$ cat src/rtl/policy_scheduler_pkg.sv
// rtl/policy_scheduler_pkg.sv - shared widths, constants and FSM encoding for policy_scheduler
package policy_scheduler_pkg;
    localparam int WORD_W = 16;
    localparam int WDOG_W = 6;
    localparam logic [WORD_W-1:0] NEXTHOP_NONE = 16'd100;
    localparam logic [WDOG_W-1:0] WATCHDOG_LIMIT = 6'd63;

    typedef enum logic [2:0] {
        ST_IDLE   = 3'd0,
        ST_LAUNCH = 3'd1,
        ST_WAIT   = 3'd2,
        ST_DECAY  = 3'd3,
        ST_DONE   = 3'd4
    } state_t;

    // Unsigned decrement that floors at zero instead of wrapping.
    function automatic logic [WORD_W-1:0] sat_sub(input logic [WORD_W-1:0] a,
                                                 input logic [WORD_W-1:0] b);
        return (a < b) ? '0 : a - b;
    endfunction
endpackage

$ cat src/rtl/mem_rr_arbiter.sv
// rtl/mem_rr_arbiter.sv - two-requester round-robin memory read arbiter with registered grant
module mem_rr_arbiter
    import policy_scheduler_pkg::*;
(
    input  logic              clock,
    input  logic              nrst,
    input  logic              req_a,
    input  logic              req_b,
    input  logic [WORD_W-1:0] addr_a,
    input  logic [WORD_W-1:0] addr_b,
    output logic              grant_a,
    output logic              grant_b,
    output logic [WORD_W-1:0] mem_addr
);
    // Priority only moves on contention, so a lone requester never steals the next turn.
    logic prio_b;

    always_ff @(posedge clock) begin
        if (!nrst) begin
            grant_a  <= 1'b0;
            grant_b  <= 1'b0;
            mem_addr <= '0;
            prio_b   <= 1'b0;
        end else begin
            grant_a <= 1'b0;
            grant_b <= 1'b0;
            if (req_a && (!req_b || !prio_b)) begin
                grant_a  <= 1'b1;
                mem_addr <= addr_a;
            end else if (req_b) begin
                grant_b  <= 1'b1;
                mem_addr <= addr_b;
            end
            if (req_a && req_b) begin
                prio_b <= !prio_b;
            end
        end
    end
endmodule

$ cat src/rtl/policy_scheduler.sv
// rtl/policy_scheduler.sv - batch round scheduler for the policy engine with epsilon decay and watchdog
module policy_scheduler
    import policy_scheduler_pkg::*;
(
    input  logic              clock,
    input  logic              nrst,
    input  logic              start_round,
    input  logic [WORD_W-1:0] round_limit,
    input  logic [WORD_W-1:0] epsilon_init,
    input  logic [WORD_W-1:0] epsilon_step,
    input  logic              done_policy,
    input  logic [WORD_W-1:0] nexthop_in,
    input  logic              req_a,
    input  logic              req_b,
    input  logic [WORD_W-1:0] addr_a,
    input  logic [WORD_W-1:0] addr_b,
    output logic              start_policy,
    output logic [WORD_W-1:0] epsilon,
    output logic [WORD_W-1:0] nexthop,
    output logic [WORD_W-1:0] round_count,
    output logic              busy,
    output logic              round_done,
    output logic              timeout_flag,
    output logic [WORD_W-1:0] mem_addr,
    output logic              grant_a,
    output logic              grant_b
);
    state_t            state;
    logic [WDOG_W-1:0] watchdog;
    logic [WORD_W-1:0] limit_q;

    // start_policy and round_done are raised on entry so they coincide with LAUNCH and DONE.
    always_ff @(posedge clock) begin
        if (!nrst) begin
            state        <= ST_IDLE;
            start_policy <= 1'b0;
            busy         <= 1'b0;
            round_done   <= 1'b0;
            timeout_flag <= 1'b0;
            nexthop      <= NEXTHOP_NONE;
            round_count  <= '0;
            epsilon      <= epsilon_init;
            watchdog     <= '0;
            limit_q      <= '0;
        end else begin
            start_policy <= 1'b0;
            round_done   <= 1'b0;
            case (state)
                ST_IDLE: begin
                    if (start_round) begin
                        round_count <= '0;
                        limit_q     <= round_limit;
                        if (round_limit != '0) begin
                            busy         <= 1'b1;
                            start_policy <= 1'b1;
                            state        <= ST_LAUNCH;
                        end else begin
                            round_done <= 1'b1;
                            state      <= ST_DONE;
                        end
                    end
                end
                ST_LAUNCH: begin
                    watchdog <= '0;
                    state    <= ST_WAIT;
                end
                ST_WAIT: begin
                    if (done_policy) begin
                        nexthop <= nexthop_in;
                        state   <= ST_DECAY;
                    end else if (watchdog == WATCHDOG_LIMIT) begin
                        nexthop      <= NEXTHOP_NONE;
                        timeout_flag <= 1'b1;
                        state        <= ST_DECAY;
                    end else begin
                        watchdog <= watchdog + 1'b1;
                    end
                end
                ST_DECAY: begin
                    epsilon     <= sat_sub(epsilon, epsilon_step);
                    round_count <= round_count + 1'b1;
                    if (round_count + 1'b1 == limit_q) begin
                        round_done <= 1'b1;
                        state      <= ST_DONE;
                    end else begin
                        start_policy <= 1'b1;
                        state        <= ST_LAUNCH;
                    end
                end
                ST_DONE: begin
                    busy  <= 1'b0;
                    state <= ST_IDLE;
                end
                default: state <= ST_IDLE;
            endcase
        end
    end

    mem_rr_arbiter u_arb (
        .clock    (clock),
        .nrst     (nrst),
        .req_a    (req_a),
        .req_b    (req_b),
        .addr_a   (addr_a),
        .addr_b   (addr_b),
        .grant_a  (grant_a),
        .grant_b  (grant_b),
        .mem_addr (mem_addr)
    );
endmodule

$ cat config.mk
export PLATFORM = sky130hd
export DESIGN_NAME = policy_scheduler
export DESIGN_NICKNAME = d
export VERILOG_FILES = /design/src/rtl/policy_scheduler_pkg.sv /design/src/rtl/mem_rr_arbiter.sv /design/src/rtl/policy_scheduler.sv
export SDC_FILE = /design/constraint.sdc
export NUM_CORES = 1
export LEC_CHECK = 0
export CAP_MARGIN = 30
export CELL_PAD_IN_SITES_DETAIL_PLACEMENT = 1
export CELL_PAD_IN_SITES_GLOBAL_PLACEMENT = 2
export CORE_UTILIZATION = 26
export CTS_CLUSTER_DIAMETER = 100
export DETAILED_ROUTE_END_ITERATION = 8
export GPL_TIMING_DRIVEN = 1
export PLACE_DENSITY = 0.82
export REMOVE_ABC_BUFFERS = 1
export SYNTH_ARGS = -nofsm -noshare
export SYNTH_HDL_FRONTEND = slang
export SYNTH_SLANG_ARGS = --single-unit
$ cat constraint.sdc
create_clock -name clock -period 3.3 [get_ports clock]
set_input_delay 0.66 -clock clock [delete_from_list [all_inputs] [get_ports clock]]
set_output_delay 0.66 -clock clock [all_outputs]
set_load 0.01 [all_outputs]
==> results of run 1 <==
-- cell usage in the layout (no fill, tap or decap), types with 3 or more instances in the layout --
| cell type | synthesis | routed |
|---|---|---|
| o2bb2ai_1 | 12 | 12 |
| mux2i_1 | 19 | 19 |
| inv_1 | 25 | 25 |
| o32ai_1 | 3 | 3 |
| ha_1 | 18 | 18 |
| nand4_1 | 5 | 5 |
| a21oi_1 | 45 | 45 |
| nand3_1 | 12 | 12 |
| or3_1 | 4 | 4 |
| edfxtp_1 | 16 | 16 |
| nand2_1 | 64 | 64 |
| a31oi_1 | 4 | 4 |
| xor2_1 | 16 | 16 |
| inv_8 | 0 | 3 |
| o22ai_1 | 3 | 3 |
| xnor2_1 | 19 | 19 |
| o21a_1 | 8 | 8 |
| nor4_1 | 5 | 5 |
| a21o_1 | 5 | 5 |
| o31ai_1 | 3 | 3 |
| nand2b_1 | 4 | 4 |
| clkdlybuf4s50_1 | 0 | 171 |
| a31o_2 | 3 | 3 |
| and3_1 | 8 | 8 |
| or2_2 | 4 | 4 |
| and2_1 | 3 | 3 |
| buf_4 | 1 | 9 |
| clkbuf_16 | 0 | 9 |
| a22oi_1 | 15 | 15 |
| nor2_1 | 77 | 77 |
| o211ai_1 | 5 | 5 |
| o21ai_0 | 22 | 22 |
| dfxtp_1 | 80 | 80 |
| nor3_1 | 16 | 16 |
| a211oi_1 | 19 | 19 |
-- worst min-delay path: cells and delay by family (launching register included) --
kind / cells / cell delay (ns)
flip-flops: 1 / 0.32
AND/OR/NAND/NOR: 1 / 0.06
AO/OA/AOI/OAI: 1 / 0.05
-- power by group through the flow --
| stage | sequential [µW] | clock [µW] | combinational (µW) |
|---|---|---|---|
| after global placement | 1350 | 0 | 767 |
| after detailed placement | 1350 | 0 | 789 |
| final | 1330 | 1140 | 786 |
| after CTS | 1330 | 1180 | 794 |
| after global routing | 1340 | 1220 | 865 |
| after floorplan | 1370 | 0 | 392 |
-- through the flow --
stage | setup TNS [ns] | power (µW) | worst slack, ns
2_1_floorplan | 0 | 1759 | 0.2719
3_3_place_gp | 0 | 2118 | 0.03058
3_5_place_dp | -0.01772 | 2143 | -0.01023
4_1_cts | 0 | 3302 | 0.3521
5_1_grt | 0 | 3423 | 0.1906
6_report | 0 | 3252 | 0.3471
-- registers in the layout (all words and copies together) (netlist names) --
register / cells
busy: 1
state: 3
round_done: 1
watchdog: 6
u_arb.grant_b: 1
u_arb.mem_addr: 16
u_arb.prio_b: 1
timeout_flag: 1
limit_q: 16
nexthop: 16
start_policy: 1
u_arb.grant_a: 1
round_count: 16
epsilon: 16
-- cell usage after synthesis, types with 8 or more instances --
cell type | n | share of area, %
nor2_1 | 77 | 5.6
a211oi_1 | 19 | 2.8
ha_1 | 18 | 4.4
xor2_1 | 16 | 2.7
and3_1 | 8 | 0.97
dfxtp_1 | 80 | 31
nand2_1 | 64 | 4.7
o2bb2ai_1 | 12 | 2.0
o21a_1 | 8 | 1.2
inv_1 | 25 | 1.8
mux2i_1 | 19 | 3.7
nand3_1 | 12 | 1.2
a21oi_1 | 45 | 4.4
clkbuf_1 | 24 | 1.8
a22oi_1 | 15 | 2.2
nor3_1 | 16 | 1.6
edfxtp_1 | 16 | 9.3
xnor2_1 | 19 | 3.2
o21ai_0 | 22 | 2.1
-- cell families (layout without fill, tap and decap cells) --
group	count (synthesis)	count (layout)	share of synthesized area (%)
compound gates	159	159	20.75
simple gates	216	216	19.72
buf+inv	60	224	4.577
xor+xnor	35	35	5.965
flops	96	96	40.52
mux	19	19	3.701
fa+ha+maj	19	19	4.772
-- layer usage --
| metal | GRT usage [%] | up-vias | part of all wire (%) |
|---|---|---|---|
| met5 | 0 | - | 0 |
| met1 | 20.03 | 2445 | 44 |
| met2 | 29.93 | 99 | 50 |
| li1 | - | 2472 | - |
| met3 | 2.692 | 15 | 4.3 |
| met4 | 5.772 | 0 | 1.5 |
-- layout make-up --
cell class              instances  area, µm²
well taps                     265      331.6
clock buffers                   9      225.2
fillers                      2315      11920
inverters                      26      97.59
flip-flops and latches         96       2082
clock inverters                 7      97.59
multi-input cells             448       2825
repair buffers                182       1819
-- worst max-delay path by stage --
stage,to,from,cells past startpoint,slack (ns)
final,epsilon[7],epsilon_step[0],11,0.35
after global routing,epsilon[15],epsilon_step[2],10,0.19
after CTS,epsilon[7],epsilon_step[0],11,0.35
after detailed placement,epsilon[15],epsilon_step[2],10,-0.01
after global placement,epsilon[14],epsilon_step[0],11,0.03
after floorplan,u_arb.mem_addr[0],req_a,3,0.27
==> out/summary.txt, run 1 <==
Post-synth top flop: dfxtp_1
Flop pwr share: 40.8%
Peak supply drop: 0.2264 mV
Max-slew violations: 0
Gate power share: 24.2%
DR DRC count: 1
Global-route wire length before repair: 26830 µm
Min Hold Slack: 0.4761 ns
Most used cell, CP: o211ai_1
Fraction of the yosys area taken by sequential cells: 40.52%
Average wire per standard cell: 15.90 µm
Number of port buffers: 171
Hold path depth: 2
Hold EP: limit_q[6]
Routed vias/inst: 4.870
Overflow after GRT: 0
Fin. Hold Viols: 0
CTS Hold Bufs: 0
Max_cap viols: 0
Crit path buf inv count: 3
Unrepaired setup endpoints after global routing: no
Reg-to-Reg Start: round_count[1]
Final Cycle Share: 89.48%
PostCTS Resize Cnt: 0
Mean Syn Cell Area: 8.508 µm²
Clock Root Buffer: clkbuf_16
1st-iter DRT viols: 190
Crit end category: register
Synthesized cell area: 0.005139 mm²
WP data required: 3.38 ns
Row cnt: 51
Crit path max fanout: 7
Final Instance Count excl. Fillers: 1033
Number of flops mapped to enable cells by yosys: 16
Gp weighted congestion: 0.8253
Die Footprint: 0.02033 mm²
Final ANT Viol Nets: 0
HP Class: reg -> reg
Synth warn: 0
Maximum operating frequency: 338.6 MHz
Inserted Diodes: 0
Sw frac: 29.80%
Design area: 0.007478 mm²
GRT Util Overall: 16.68%
CP top delay family: compound AO/OA/AOI/OAI gates
Worst R2R Setup Slack: 0.45 ns
Critical path type: in -> reg
Clock-pin slew on the worst setup and hold paths: 0.07 ns
Hold Crit Start: limit_q[6]
Routed WL: 16430 µm
FFs w/ async S/R, synth: 0%
Critical path cell sequence: clkdlybuf4s50_1 -> ha_1 -> inv_1 -> fa_1 -> a211oi_1 -> nor2_1 -> o211ai_1 -> o211ai_1 -> o211ai_1 -> buf_4 -> o32ai_1
Outcome: complete, but fails checks
Pre-antenna DRT Iters: 6
Clk_lat worst skew: 0.35 ns
Period minus WS final: 2.953 ns
Initial antenna violation count: 0
Post-synthesis cell count: 604
Highest-delay cell along the critical path: clkdlybuf4s50_1
Clock power frac: 35.1%
CTS tree: built
Crit path DAT: 3.03 ns
Fin Clk Skew: 0.01090 ns
Via count: 5031
Placed insts: 1017
Worst Setup Start Kind: input port
CTS max path bufs: 2
Height of the die: 142.6 µm
Worst Reg-to-Reg Cells: 8
Dpl cell area: 0.007156 mm²
Setup bufs post-CTS: 0
Sw power: 969.1 µW
Clk sink count: 96
Final setup violation count: 0
Worst slew pin tran: 0.6333 ns
Die W: 142.6 µm
Vias in the first global route: 5343
Final #Nets: 884
Synthesis-to-layout area growth: 45.53%
CTS buffer count: 9
Rel. slew slack: 57.53%
Pint: 2283 µW
LEAKAGE: 0.002824 µW
Crit Reg-Reg Endpoint: state[0]
Io pins: 172
Failing checks: DRC
PwrDens: 434.9 mW/mm²
Max incr delay on CP: 0.46 ns
Yosys reg bits: 96
Layout Utilization: 38.55%
Share of layout cells above drive strength 1: 5.599%
Netlist cell types: 60
HPWL Detailed: 12720 µm
Initial Util: 26.49%
Pin count of the biggest net entering global routing: 52
CORE AREA: 0.01940 mm²
H-Tree Depth: 3
Power figures use the tool's default switching activity.
==> inputs of run 2 (changes only) <==
--- a/config.mk
+++ b/config.mk
@@ -14,6 +14,7 @@
 export GPL_TIMING_DRIVEN = 1
 export PLACE_DENSITY = 0.82
 export REMOVE_ABC_BUFFERS = 1
+export SKIP_CTS_REPAIR_TIMING = 1
 export SYNTH_ARGS = -nofsm -noshare
 export SYNTH_HDL_FRONTEND = slang
 export SYNTH_SLANG_ARGS = --single-unit
==> results of run 2 <==
No change in the layout: final DEF, timing and power equal those of run 1.
